===== config.mk =====
export PLATFORM = sky130hd
export DESIGN_NAME = ram_write_port_arb
export DESIGN_NICKNAME = d
export VERILOG_FILES = /design/src/rtl/ram_write_port_arb.sv
export SDC_FILE = /design/constraint.sdc
export NUM_CORES = 1
export LEC_CHECK = 0
export CAP_MARGIN = 5
export CORE_MARGIN = 8
export CORE_UTILIZATION = 60
export CTS_CLUSTER_SIZE = 10
export DETAILED_ROUTE_END_ITERATION = 10
export GPL_TIMING_DRIVEN = 0
export MAX_ROUTING_LAYER = met4
export PLACE_DENSITY = 0.82
export SYNTH_ARGS = -nofsm -noshare
export SYNTH_HDL_FRONTEND = slang
export SYNTH_SLANG_ARGS = --single-unit

===== constraint.sdc =====
create_clock -name clk -period 8.5 [get_ports clk]
set_input_delay 2.125 -clock clk [delete_from_list [all_inputs] [get_ports clk]]
set_output_delay 2.125 -clock clk [all_outputs]
set_load 0.01 [all_outputs]

===== src/rtl/ram_write_port_arb.sv =====
`default_nettype none
// ============================================================================
//  Module   : ram_write_port_arb (with payload package)
//  Purpose  : Per-bank write-port arbiter. Buffers the four directional write
//             commands in small FIFOs and round-robins them onto a single
//             RAM write port, returning one credit per drained entry.
//  Revision : 1.0 - initial release
// ============================================================================

package ram_write_port_arb_pkg;
    typedef struct packed {
        logic [3:0] dest_ram_id;
        logic [7:0] addr;
    } req_cmd_pld_t;

    typedef struct packed {
        req_cmd_pld_t req_cmd_pld;
        logic [15:0]  data;
    } write_cmd_t;

    typedef struct packed {
        logic       linefill;
        write_cmd_t write_cmd;
    } write_ram_pld_t;
endpackage

module ram_write_port_arb
    import ram_write_port_arb_pkg::*;
#(
    parameter int FIFO_DEPTH = 4,
    parameter bit RAM_PARITY = 1'b0
) (
    input  logic           clk,
    input  logic           rst,
    input  logic           west_wr_vld,
    input  write_ram_pld_t west_wr_pld,
    input  logic           east_wr_vld,
    input  write_ram_pld_t east_wr_pld,
    input  logic           south_wr_vld,
    input  write_ram_pld_t south_wr_pld,
    input  logic           north_wr_vld,
    input  write_ram_pld_t north_wr_pld,
    output logic           ram_wr_en,
    output write_ram_pld_t ram_wr_pld,
    input  logic           ram_wr_ready,
    output logic [3:0]     credit_ret,
    output logic [3:0]     ovf_err,
    output logic           route_err,
    output logic           idle
);

    localparam int c_AW = (FIFO_DEPTH > 1) ? $clog2(FIFO_DEPTH) : 1;
    localparam int c_CW = c_AW + 1;

    // Channel order everywhere: 0 = west, 1 = east, 2 = south, 3 = north
    logic [3:0]     w_vld;
    write_ram_pld_t w_pld  [4];
    write_ram_pld_t w_head [4];
    logic [3:0]     w_par_err;
    logic [3:0]     w_full;
    logic [3:0]     w_push;
    logic [3:0]     w_ovf_set;
    logic [3:0]     w_nempty;
    logic [3:0]     w_pop;
    logic [3:0]     w_cnt_zero;

    logic           w_load_en;
    logic           w_gnt_vld;
    logic [1:0]     w_gnt;

    logic           r_en;
    write_ram_pld_t r_pld;
    logic [1:0]     r_ptr;
    logic [3:0]     r_credit;
    logic [3:0]     r_ovf;
    logic           r_route;

    assign w_vld     = {north_wr_vld, south_wr_vld, east_wr_vld, west_wr_vld};
    assign w_pld[0]  = west_wr_pld;
    assign w_pld[1]  = east_wr_pld;
    assign w_pld[2]  = south_wr_pld;
    assign w_pld[3]  = north_wr_pld;

    generate
        for (genvar i = 0; i < 4; i++) begin : g_ch
            logic [c_CW-1:0] r_cnt;
            logic [c_AW-1:0] r_wp;
            logic [c_AW-1:0] r_rp;
            write_ram_pld_t  r_mem [FIFO_DEPTH];

            // A misrouted command is never queued; it only returns its credit.
            // Fullness is judged on the pre-edge count, so a same-cycle pop
            // does not make room for a push into a full FIFO.
            assign w_par_err[i]  = w_vld[i] &&
                                   (w_pld[i].write_cmd.req_cmd_pld.dest_ram_id[0] != RAM_PARITY);
            assign w_full[i]     = (r_cnt == c_CW'(FIFO_DEPTH));
            assign w_push[i]     = w_vld[i] && !w_par_err[i] && !w_full[i];
            assign w_ovf_set[i]  = w_vld[i] && !w_par_err[i] &&  w_full[i];
            assign w_nempty[i]   = (r_cnt != '0);
            assign w_cnt_zero[i] = (r_cnt == '0);
            assign w_head[i]     = r_mem[r_rp];

            // FIFO pointers and occupancy
            always_ff @(posedge clk or posedge rst) begin
                if (rst) begin
                    r_cnt <= '0;
                    r_wp  <= '0;
                    r_rp  <= '0;
                end else begin
                    if (w_push[i]) r_wp <= r_wp + c_AW'(1);
                    if (w_pop[i])  r_rp <= r_rp + c_AW'(1);
                    case ({w_push[i], w_pop[i]})
                        2'b10:   r_cnt <= r_cnt + c_CW'(1);
                        2'b01:   r_cnt <= r_cnt - c_CW'(1);
                        default: r_cnt <= r_cnt;
                    endcase
                end
            end

            // FIFO storage; contents are don't-care while the count is zero
            always_ff @(posedge clk) begin
                if (w_push[i]) r_mem[r_wp] <= w_pld[i];
            end
        end
    endgenerate

    assign w_load_en = !r_en || ram_wr_ready;

    // Round-robin pick: first non-empty channel at or after the pointer
    always_comb begin
        logic [1:0] w_idx;
        w_gnt_vld = 1'b0;
        w_gnt     = r_ptr;
        w_idx     = r_ptr;
        for (int k = 0; k < 4; k++) begin
            w_idx = r_ptr + 2'(k);
            if (!w_gnt_vld && w_nempty[w_idx]) begin
                w_gnt_vld = 1'b1;
                w_gnt     = w_idx;
            end
        end
    end

    assign w_pop = (w_load_en && w_gnt_vld) ? (4'b0001 << w_gnt) : 4'b0000;

    // Output register and round-robin pointer; both freeze while stalled
    always_ff @(posedge clk or posedge rst) begin
        if (rst) begin
            r_en  <= 1'b0;
            r_pld <= '0;
            r_ptr <= 2'd0;
        end else if (w_load_en) begin
            if (w_gnt_vld) begin
                r_en  <= 1'b1;
                r_pld <= w_head[w_gnt];
                r_ptr <= w_gnt + 2'd1;
            end else begin
                r_en  <= 1'b0;
            end
        end
    end

    // Credit pulses (pops and misroutes) and sticky error flags
    always_ff @(posedge clk or posedge rst) begin
        if (rst) begin
            r_credit <= 4'b0000;
            r_ovf    <= 4'b0000;
            r_route  <= 1'b0;
        end else begin
            r_credit <= w_pop | w_par_err;
            r_ovf    <= r_ovf | w_ovf_set;
            r_route  <= r_route | (|w_par_err);
        end
    end

    assign ram_wr_en  = r_en;
    assign ram_wr_pld = r_pld;
    assign credit_ret = r_credit;
    assign ovf_err    = r_ovf;
    assign route_err  = r_route;
    assign idle       = (&w_cnt_zero) && !r_en;

endmodule
`default_nettype wire


==> impl_results.md <==
- Worst clock skew: 21.0 ps
- Fmax achieved: 201 MHz
- Fraction of registers with async set/reset: between 10% and 20%
- #FFs+latches synth: 533
- Busiest layer in global routing: met2
- Full die area: slightly above 40000 um^2
- R2R cell count: 13
- Placer Congestion: 0.896
- Largest net degree at the start of global routing: 56
- Die H: ~200 um
- GRT met3 Usage: under 10%
- Mean Syn Cell Area: 19.2 um^2
- Slew Viols, Final: 0
- Post-synthesis cell type count: 47
- Post-DP HPWL: 32800 um
- Primary FF master, synth: edfxtp_1
- DR vias/cell: 6.29
- Met2 Use GR: around 39%
- Period utilization: 58.5%
- R2r setup slk: 5160 ps
- Final hold vios: 0
- Initial antenna violation count: 0
- WL final: 50100 um
- Area grow syn2layout: 18.9%
- Crit path launch type: flop
- Clk_lat worst skew: approximately 600 ps
- Initial core utilization: slightly above 60%
- Pin slew with the least headroom to its limit: roughly 940 ps
- Met1 GRT Util: 33.5%
- Syn Inst Count: 1095
- Post-synth EDFFs: ~460
- Hold buffers post-CTS: 0
- Finished Layout Cells: 1825
- Row cnt: 68
- Via Count: 11500
- Number of CTS-inserted buffers: 59
- Most frequent cells in the layout: 464 x edfxtp_1, 162 x clkdlybuf4s50_1, 115 x mux4_2, 86 x clkbuf_1, 69 x dfrtp_1
- Critical Path AT: ~2900 ps
- Leak: 8.38 nW
- PostCTS Resize Cnt: 0
- Ant diodes: 0
- Layout cells sized above 1: 16.4%
- First-pass iteration count of the detailed router: 5
- Final Net Count: 1466
- GR Overflow Total: 0
- # setup viols final: 0
- Commonest non-fill, non-tap cell in the layout: edfxtp_1
- Final min period: 4970 ps
- Reg2reg end: g_ch[1].r_cnt[2]$_DFFE_PP0P_
- WP data required: 6380 ps
- Sequential-to-total area share from yosys stat: 74.6%
- Min-Delay Endpoint: ovf_err[0]$_DFF_PP0_
- Port Buffers: 162
- Final setup TNS: 0 ps
- Setup bufs post-CTS: 0
- Hold path start: ovf_err[0]$_DFF_PP0_
- Setup WS post-layout: 3530 ps
- Clk sinks: 533
- Hold path cells: 1
- Net Count, Synth: approximately 1200
- Peak supply drop: 0.219 mV
- Hold crit path type: flop to flop
- Slew HR: between 30 and 40%
- Die width: slightly above 200 um
- Pre-CTS WS: 3720 ps
- Type of the worst setup path: flop to output pin
- YS warnings: 0
- Root Buffer Master: clkbuf_16
- Core ar.: 34500 um^2
- CTS tree: built
- Pwr Density: about 350 nW/um^2
- Crit-path max FO: 10
- Initial DRC count: 1226
- # Max-Cap Violations: 0
- GRT Util Overall: 25.0%
- CP endpoint kind: output pin
- Htree depth: 2
- Clock-pin slew on the worst setup and hold paths: 50 ps
- Global-route wire length before repair: 74600 um
- Number of global-route vias before repair: 11800
- R2R Path Start: g_ch[1].r_cnt[0]$_DFFE_PP0P_
- Cell Area, Synth: 21000 um^2
- Unrepaired setup endpoints after global routing: false
- Wirelength per Cell: 27.4 um
- Boundary Pins: 163
- CTS max path bufs: 3
- Placed Cells incl. Taps: 1713
- Post-route ant nets: 0
- Run status: complete, no violations
- Number of remaining DRC errors: 0
-- synthesized netlist by cell type (all sizes together) (6+ instances only) --
master	number	area share (%)
and3	10	0.30
a22oi	22	0.83
o21ai	38	0.91
nand4	6	0.18
nand3	23	0.55
a21o	18	0.64
edfxtp	464	66
a21oi	17	0.41
ha	20	1.2
clkbuf	37	0.66
nand2	30	0.54
dfrtp	69	8.2
xor2	11	0.46
and2	17	0.51
mux4	115	12
nor2b	6	0.18
xnor2	13	0.54
a31oi	31	0.92
a21boi	14	0.50
buf	22	0.58
inv	28	0.50
nor2	44	0.79
-- worst max-delay path, cell delays in order (launching register included) --
cell and delay, ps:
dfrtp_1 440, nor3_1 340, clkbuf_1 390, nand4_1 340, nor2_1 190, clkdlybuf4s50_1 560
-- registers in the layout (all words and copies together) (netlist names) --
name        count
g_ch.r_mem    464
ram_wr_pld     29
g_ch.r_cnt     12
g_ch.r_rp       8
g_ch.r_wp       8
credit_ret      4
ovf_err         4
r_ptr           2
ram_wr_en       1
route_err       1
-- final cells by class --
class                           count  area, um^2
Clock buffer                      108        1660
Sequential cell                   533       15700
Inverter                           28         108
Tap cell                          455         569
Clock inverter                      4        58.8
Timing Repair Buffer              163        1650
Buffer                             59         262
Fill cell                        2002        9510
Multi-Input combinational cell    475        4980
-- through the flow --
step	instance area, um^2	util [%]	hold slack [ps]	total power, mW
after floorplan	21000	-	495	5.25
after global placement	23200	67.3	505	6.24
final	24900	72.4	514	8.65
after CTS	24900	72.4	519	8.64
after global routing	24900	72.4	534	8.99
after detailed placement	23200	67.4	506	6.32
-- where the power goes --
part | internal, mW | switching [mW] | leakage (nW)
clock network | 1.31 | 0.972 | 0.813
logic | 1.23 | 1.63 | 2.56
registers | 3.27 | 0.239 | 5.01
total | 5.80 | 2.84 | 8.38
-- logic make-up (layout without fill, tap and decap cells) --
logic type / Yosys count / after routing / synth area share (%)
and+or+nand+nor: 150 / 150 / 3.45
adders and majority gates: 24 / 24 / 1.57
DFF: 533 / 533 / 74.6
buffers and inverters: 87 / 362 / 1.75
xor gates and xnor gates: 24 / 24 / 1.00
muxes: 121 / 121 / 12.6
AOI/OAI and AO/OA: 156 / 156 / 4.97
-- per-layer routing --
layer | wire (um) | up-vias | share of wire [%]
li1 | - | 4841 | -
met1 | 19600 | 5871 | 39
met2 | 24300 | 660 | 49
met3 | 4600 | 99 | 9.2
met4 | 1590 | 0 | 3.2
met5 | 0 | - | 0
-- worst max-delay path by stage --
stage	startpoint	endpoint	slack [ps]	cells past startpoint
2_1_floorplan	rst	credit_ret[0]$_DFF_PP0_	4640	1
3_3_place_gp	rst	g_ch[1].r_rp[0]$_DFFE_PP0P_	3310	2
3_5_place_dp	ram_wr_ready	g_ch[2].r_cnt[2]$_DFFE_PP0P_	3720	10
4_1_cts	g_ch[1].r_cnt[0]$_DFFE_PP0P_	idle	3510	5
5_1_grt	g_ch[1].r_cnt[0]$_DFFE_PP0P_	idle	3340	5
6_report	g_ch[1].r_cnt[0]$_DFFE_PP0P_	idle	3530	5
No activity file was read; power rests on OpenSTA's default activity.
